===== config.mk =====
export PLATFORM = sky130hd
export DESIGN_NAME = m_operand_stage
export DESIGN_NICKNAME = d
export VERILOG_FILES = /design/src/rtl/m_operand_stage_pkg.sv /design/src/rtl/m_operand_stage_regfile.sv /design/src/rtl/m_operand_stage.sv
export SDC_FILE = /design/constraint.sdc
export NUM_CORES = 2
export LEC_CHECK = 0
export CELL_PAD_IN_SITES_DETAIL_PLACEMENT = 2
export CELL_PAD_IN_SITES_GLOBAL_PLACEMENT = 2
export CORE_MARGIN = 5
export CORE_UTILIZATION = 37
export DETAILED_ROUTE_END_ITERATION = 7
export PLACE_DENSITY_LB_ADDON = 0.1
export SYNTH_ARGS = -nofsm -noshare
export SYNTH_HDL_FRONTEND = slang
export SYNTH_SLANG_ARGS = --single-unit

===== constraint.sdc =====
create_clock -name i_clk -period 5.3 [get_ports i_clk]
set_clock_uncertainty 0.1 [all_clocks]
set_input_delay 1.06 -clock i_clk [delete_from_list [all_inputs] [get_ports i_clk]]
set_output_delay 1.06 -clock i_clk [all_outputs]
set_load 0.01 [all_outputs]

===== src/rtl/m_operand_stage_pkg.sv =====
// Shared types and constants for the execute-stage operand fetch/issue block.
package m_operand_stage_pkg;

    localparam int DATA_W = 32;
    localparam int NREG_DEFAULT = 32;
    localparam int REG_IW = $clog2(NREG_DEFAULT);

    localparam logic [1:0] ALU_ADD = 2'd0;
    localparam logic [1:0] ALU_SUB = 2'd1;
    localparam logic [1:0] ALU_XOR = 2'd2;

    // One buffered instruction: operands plus the source indices needed to snoop writebacks.
    typedef struct packed {
        logic [DATA_W-1:0] d0;
        logic [DATA_W-1:0] d1;
        logic [1:0]        ctl;
        logic [REG_IW-1:0] rd;
        logic [REG_IW-1:0] rs1;
        logic [REG_IW-1:0] rs2;
        logic              use_imm;
    } entry_t;

    typedef enum logic [1:0] {
        ST_EMPTY = 2'd0,
        ST_ONE   = 2'd1,
        ST_FULL  = 2'd2
    } buf_state_e;

endpackage


===== src/rtl/m_operand_stage_regfile.sv =====
// Architectural register file: two combinational read ports, one write port, x0 reads zero.
module m_regfile
    import m_operand_stage_pkg::*;
#(
    parameter int W    = DATA_W,
    parameter int NREG = NREG_DEFAULT
) (
    input  logic              i_clk,
    input  logic              i_rst_n,
    input  logic [REG_IW-1:0] i_ra0,
    input  logic [REG_IW-1:0] i_ra1,
    output logic [W-1:0]      o_rd0,
    output logic [W-1:0]      o_rd1,
    input  logic              i_we,
    input  logic [REG_IW-1:0] i_wa,
    input  logic [W-1:0]      i_wd
);

    logic [W-1:0] regs [NREG];

    // Write port; x0 is never written so it stays at its reset value of zero.
    always_ff @(posedge i_clk or negedge i_rst_n) begin
        if (!i_rst_n) begin
            for (int i = 0; i < NREG; i++) regs[i] <= '0;
        end else if (i_we && (i_wa != '0)) begin
            regs[i_wa] <= i_wd;
        end
    end

    // Read ports return the stored value; x0 is forced to zero explicitly.
    always_comb begin
        o_rd0 = (i_ra0 == '0) ? '0 : regs[i_ra0];
        o_rd1 = (i_ra1 == '0) ? '0 : regs[i_ra1];
    end

endmodule


===== src/rtl/m_operand_stage.sv =====
// Operand fetch and issue: reads two sources (with write bypass), optionally substitutes an
// immediate, and hands {d0, d1, ctl, rd} to the ALU through a 2-entry skid buffer whose held
// entries keep snooping the writeback port.
module m_operand_stage
    import m_operand_stage_pkg::*;
#(
    parameter int W    = DATA_W,
    parameter int NREG = NREG_DEFAULT
) (
    input  logic              i_clk,
    input  logic              i_rst_n,
    input  logic              i_valid,
    output logic              o_ready,
    input  logic [REG_IW-1:0] i_rs1,
    input  logic [REG_IW-1:0] i_rs2,
    input  logic [REG_IW-1:0] i_rd,
    input  logic [1:0]        i_ctl,
    input  logic [W-1:0]      i_imm,
    input  logic              i_use_imm,
    input  logic              i_we,
    input  logic [REG_IW-1:0] i_wa,
    input  logic [W-1:0]      i_wd,
    output logic              o_valid,
    input  logic              i_ready,
    output logic [W-1:0]      o_d0,
    output logic [W-1:0]      o_d1,
    output logic [1:0]        o_ctl,
    output logic [REG_IW-1:0] o_rd
);

    buf_state_e state_q, state_n;
    entry_t     out_q, out_n;
    entry_t     skid_q, skid_n;
    entry_t     raw_ent, in_ent, out_snp, skid_snp;
    logic [W-1:0] rf_rd0, rf_rd1;
    logic       accept, issue;

    // Replace any operand whose source matches a nonzero writeback this cycle.
    function automatic entry_t snoop(input entry_t e, input logic we,
                                     input logic [REG_IW-1:0] wa, input logic [W-1:0] wd);
        entry_t r;
        r = e;
        if (we && (wa != '0)) begin
            if (e.rs1 == wa) r.d0 = wd;
            if (!e.use_imm && (e.rs2 == wa)) r.d1 = wd;
        end
        return r;
    endfunction

    m_regfile #(.W(W), .NREG(NREG)) u_regfile (
        .i_clk   (i_clk),
        .i_rst_n (i_rst_n),
        .i_ra0   (i_rs1),
        .i_ra1   (i_rs2),
        .o_rd0   (rf_rd0),
        .o_rd1   (rf_rd1),
        .i_we    (i_we),
        .i_wa    (i_wa),
        .i_wd    (i_wd)
    );

    assign o_valid = (state_q != ST_EMPTY);
    // Derived purely from the state flops, so nothing from i_ready reaches it combinationally.
    assign o_ready = (state_q != ST_FULL);
    assign accept  = i_valid && o_ready;
    assign issue   = o_valid && i_ready;

    assign o_d0  = out_q.d0;
    assign o_d1  = out_q.d1;
    assign o_ctl = out_q.ctl;
    assign o_rd  = out_q.rd;

    // Build the incoming entry; snooping it gives the same-cycle read bypass for free.
    always_comb begin
        raw_ent         = '0;
        raw_ent.d0      = rf_rd0;
        raw_ent.d1      = i_use_imm ? i_imm : rf_rd1;
        raw_ent.ctl     = i_ctl;
        raw_ent.rd      = i_rd;
        raw_ent.rs1     = i_rs1;
        raw_ent.rs2     = i_rs2;
        raw_ent.use_imm = i_use_imm;
        in_ent          = snoop(raw_ent, i_we, i_wa, i_wd);
    end

    // Held entries with their writeback snoop applied; empty slots are left untouched.
    always_comb begin
        out_snp  = (state_q != ST_EMPTY) ? snoop(out_q, i_we, i_wa, i_wd) : out_q;
        skid_snp = (state_q == ST_FULL)  ? snoop(skid_q, i_we, i_wa, i_wd) : skid_q;
    end

    // Skid buffer next-state and entry movement.
    always_comb begin
        state_n = state_q;
        out_n   = out_snp;
        skid_n  = skid_snp;
        unique case (state_q)
            ST_EMPTY: begin
                if (accept) begin
                    out_n   = in_ent;
                    state_n = ST_ONE;
                end
            end
            ST_ONE: begin
                if (accept && issue) begin
                    out_n = in_ent;
                end else if (accept) begin
                    skid_n  = in_ent;
                    state_n = ST_FULL;
                end else if (issue) begin
                    state_n = ST_EMPTY;
                end
            end
            ST_FULL: begin
                if (issue) begin
                    out_n   = skid_snp;
                    state_n = ST_ONE;
                end
            end
            default: state_n = ST_EMPTY;
        endcase
    end

    // State and entry registers; reset discards both entries at once.
    always_ff @(posedge i_clk or negedge i_rst_n) begin
        if (!i_rst_n) begin
            state_q <= ST_EMPTY;
            out_q   <= '0;
            skid_q  <= '0;
        end else begin
            state_q <= state_n;
            out_q   <= out_n;
            skid_q  <= skid_n;
        end
    end

endmodule


; Yosys cells after proc, flatten, opt, wreduce, memory -nomap -nowiden
; Cells that the tools add are included.
[totals]
register_bits = 1190
inputBits = 92
out_inout_bits = 73
word_cells = 120
[classes]
magnitude_cmp = 4
n_eq_ne = 13
muxes = 36
bitwise_logic = 3
reduce_logical = 17
[ops]
columns = cell, count
row1 = bitwise mux 1024 bit, 1
row2 = 2-to-1 mux 82 bit, 8
row3 = 2-to-1 mux 32 bit, 14
row4 = binary-select mux 32 bit (select 5 bit), 2
row5 = one-hot mux 82 bit (3 select lines), 1
row6 = 2-to-1 mux 64 bit, 3
row7 = demux 32 bit (select 5 bit), 1
row8 = == test 5 bit, 6
row9 = "greater-or-equal comparator 6 bit, second input constant", 3
row10 = NOT 5 -> 6 bit, 3
row11 = logical NOT 5 bit, 2
row12 = 2-to-1 mux 2 bit, 5
row13 = logical AND 1 bit, 8
row14 = "inequality test 2 bit, second input constant", 4
row15 = "less-than comparator 6 x 1 -> 1 bit, second input constant", 1
row16 = one-hot mux 2 bit (3 select lines), 1
row17 = nonzero test 5 bit, 1
row18 = AND reduction 4 bit, 1
row19 = logical NOT 1 bit, 3
row20 = "inequality test 3 bit, second input constant", 1
row21 = "== test 2 x 1 -> 1 bit, second input constant", 1
row22 = "== test 2 bit, second input constant", 1
row23 = logical NOT 2 bit, 1
row24 = nonzero test 2 bit, 1

; Longest topological paths before layout
[logic_depth]
ltp_word = 11
depth_mapped = 10
depth_no_buf = 7

; Modules after synthesis
; A second synthesis with hierarchy kept.
[unflattened]
cells_unflattened = 4687
hier_area_um2 = 64986.1
[by_module_without_submodules]
columns = mod, n_inst, cells_each, area_each_um2, seq_area_each_um2
row1 = m_regfile, 1, 3538, 54120.7, 25624.6
row2 = m_operand_stage, 1, 1149, 10865.4, 4154.0

; Worst setup path after synthesis
; No wires, ideal clock.
[synth_path]
path_type = input-to-reg
from = input port i_rs1[0]
to = register out_q, in the netlist o_d0[11]
setup_ns = 0.140
arrival_ns = 3.033
t_required_ns = 5.060
slack_ns = 2.027
stages = 8
path_buffers = 3
cell_sequence = buf_2 buf_2 buf_2 mux4_2 a211oi_1 a21oi_1 a222oi_1 o211ai_1
[synth_lines]
columns = item, line
row1 = from (decl), m_operand_stage.sv:14  ; input logic [REG_IW-1:0] i_rs1,
row2 = to (signal assigned), m_operand_stage.sv:132  ; out_q <= out_n;
row3 = to (decl), m_operand_stage.sv:32  ; entry_t out_q, out_n;

==> metrics.cfg <==
[critical_path]
cp_num_cells = 8
reg2reg_depth = 8
critical_path_peak_fanout = 14
crit_path_cell_trace = clkdlybuf4s50_1 > nor3_4 > a21oi_2 > nand4_2 > o22ai_4 > buf_4 > a222oi_1 > o211ai_1
r2r_slack_ns = 2.30
crit_required_ns = 5.89
cp_slowest_cell = clkdlybuf4s50_1
worst_setup_path_start_kind = input port
timing.rr.start = state_q[0]$_DFFE_PN0P_
path_delay_family = compound AO/OA/AOI/OAI gates
r2r_end = o_d1[7]$_DFF_PN0_
crit_buf_inv = 2
endpoint_kind = flip-flop
cp.arrival_ns = 4.44
max_stage_delay_ns = 0.89
path_class = in2reg

[logic_synthesis]
ys_seq_area_share_pct = 46.2
synth-edff-count = 0
syn_area_um2 = 64500
async_flop_share_pct = 100
ys_warn_count = 0
yosysTopAreaCell = dfrtp_1
yosysUniqueCellTypes = 62
synth_top_area_share_pct = 46.2
syn_inst = 4800
synth-main-ff-cell = dfrtp_1
synth_fp_nets = 4892
ys_seq_elements = 1190
synthTopCellsByArea = dfrtp_1, mux2_2, mux4_2
syn_avg_cell_area_um2 = 13.4

[placement]
dp_cells = 6907
place_ws_ns = 0.638
portBuffers = 164
gp_congestion = 0.820
dp_hpwl_um = 165000
postPlaceCellArea_um2 = 68700

[timing]
setup_viol = 0
period_share_pct = 72.7
hold_ws_ns = 0.200
maxClockFrequency_mhz = 260
finalHoldViolCount = 0
final_max_slew_viol_count = 0
setup_slack_ns = 1.45
rsz0062_at_grt = false
worstMarginPinSlew_ns = 1.20
finalSetupTns_ns = 0
slew_headroom_pct = 19.4
period_needed_ns = 3.85

[cts]
clock_path_buffers = 3
cts_resized = 0
clk_pin_slew_ns = 0.06
cts_setup_buffers = 0
clockRootBuffer = clkbuf_16
holdBufCountCts = 0
cts_buffers = 144
htreeDepth = 4
cts_tree = built
insertion_delay_ns = 0.79
cts.sinks = 1190

[job]
maxCapViolCount = 0

[global_routing]
grt.overflow.total = 0
grt_util_all_layers_pct = 28.3
first_global_vias = 48300
grt_max_degree = 132
grt_pass1_wl_um = 373000
antenna_found_initial = 12

[floorplanning]
die_w_um = 427
coreArea_um2 = 174000
fp.dieArea_um2 = 183000
dieHeight_um = 427
rows = 153
io_pins = 165
initial_core_util_pct = 37.1

[detailed_routing]
vias_per_cell = 6.14
drt_iter0_drc = 3325
route.met3.wl_um = 12400
drtPass1Iterations = 6
wire_per_inst_um = 36.0
drc = 0
vias = 44000
drt-total-wl_um = 258000
wl_met1_um = 113000
top_layer = met5
drtAntennaViolNets = 0
wl_met2_um = 125000

[layout]
instances_no_fill = 7172
filler_cell_count = 16800
stdcell_area_um2 = 73700
drive_above_1_share_pct = 40.9
area_delta_synth_final_pct = 14.4
fin_nets = 4820

[power]
ir_worst_vdd_mv = 0.278
leakage_nw = 31.8
power.density_nw_per_um2 = 405

[status]
status = finished, final reports clean

[hold_path]
hold_path.class = in2async

==> power breakdown <==
group	leakage [nW]	switching, W	total (W)	internal [W]
combinational	14.1	0.00296	0.00651	0.00355
clock	2.48	0.00415	0.0105	0.00637
sequential	15.2	0.00181	0.0128	0.0110
total	31.8	0.00892	0.0299	0.0210
==> layout make-up <==
class                      instances  area, µm²  area share (%)
multi-input combinational       2966      32000            43.4
clock inverter                    41        548           0.743
tap                             2325       2910            3.94
antenna                            6       15.0          0.0204
timing repair buffer             396       3940            5.34
inverter                          30        113           0.153
sequential                      1190      29800            40.4
clock buffer                     218       4460            6.05
==> per-layer routing <==
layer	global-route usage, %	up-vias
met5	0	-
met4	8.10	4
met3	4.35	334
met2	47.0	1120
met1	38.5	24600
li1	-	18000
==> synth_stat cells, types with 6 or more instances <==
cell type  number
buf_2         132
or3_1           8
nand3_1         9
buf_4          96
o21bai_1       26
a222oi_1       26
dfrtp_1      1190
a21oi_1        98
or4_1           6
inv_1          29
a211oi_1       89
a22oi_1       108
nor2_1        130
xor2_1         26
a31oi_1        28
mux2_2       1023
nor2b_1        88
a2111oi_0      50
a21o_1          6
a32o_1          6
clkbuf_1      317
nand2_1       207
o22a_1         52
o211ai_1       26
mux4_2        405
a22o_1         56
o22ai_1        14
o21ai_0        15
mux2i_1       375
nor3_1          7
buf_1          63
o221a_2         6
o21ai_1        24
==> worst max path at each step <==
stage             start            endpoint  slack, ns
3_5_place_dp    i_wa[4]   o_d0[6]$_DFF_PN0_       0.64
2_1_floorplan  i_rs1[0]  o_d0[11]$_DFF_PN0_       2.03
6_report        i_wa[4]   o_d0[6]$_DFF_PN0_       1.45
5_1_grt         i_wa[4]   o_d0[6]$_DFF_PN0_       1.37
4_1_cts         i_wa[4]   o_d0[6]$_DFF_PN0_       1.49
3_3_place_gp    i_wa[4]   o_d0[6]$_DFF_PN0_       0.83
==> placed cells by master (no fill, tap or decap), types with 21 or more instances in the layout <==
cell | netlist | layout
a2111oi_0 | 50 | 48
xor2_1 | 26 | 26
inv_1 | 29 | 29
mux4_2 | 405 | 405
buf_12 | 0 | 43
clkinv_2 | 0 | 21
nor2b_1 | 88 | 85
clkdlybuf4s50_1 | 0 | 154
a31oi_1 | 28 | 28
dfrtp_1 | 1190 | 1190
nand2_1 | 207 | 187
o22a_1 | 52 | 52
clkbuf_16 | 0 | 149
o211ai_1 | 26 | 26
buf_4 | 96 | 190
a222oi_1 | 26 | 26
a21oi_1 | 98 | 98
a22oi_1 | 108 | 108
o21ai_1 | 24 | 23
mux2_2 | 1023 | 1023
clkbuf_8 | 0 | 47
clkbuf_1 | 317 | 22
nor2_1 | 130 | 109
mux2i_1 | 375 | 375
a211oi_1 | 89 | 89
a22o_1 | 56 | 56
o21bai_1 | 26 | 26
nor2_4 | 0 | 21
==> cells by family (layout without fill, tap and decap cells) <==
| family | Yosys count | after routing | share of synthesized area [%] |
|---|---|---|---|
| AND/OR/NAND/NOR | 489 | 489 | 3.48 |
| AO/OA/AOI/OAI | 644 | 644 | 7.45 |
| other | 0 | 6 | 0 |
| multiplexers | 1803 | 1803 | 37.8 |
| XOR/XNOR | 30 | 30 | 0.408 |
| flip-flops | 1190 | 1190 | 46.2 |
| buffers and inverters | 644 | 685 | 4.64 |
==> flip-flops by register name, summed over array words and instances, names as in the netlist <==
signal	flops
o_d1	32
skid_q	82
out_q	11
u_regfile.regs	1024
state_q	2
o_ctl	2
o_rd	5
o_d0	32
==> through the flow <==
| stage | util (%) | power (W) |
|---|---|---|
| 6_report | 42.5 | 0.0299 |
| 4_1_cts | 42.5 | 0.0301 |
| 5_1_grt | 42.5 | 0.0312 |
| 3_3_place_gp | 39.6 | 0.0191 |
| 2_1_floorplan | - | 0.0168 |
| 3_5_place_dp | 39.6 | 0.0195 |
(Power assumes the default switching activity.)
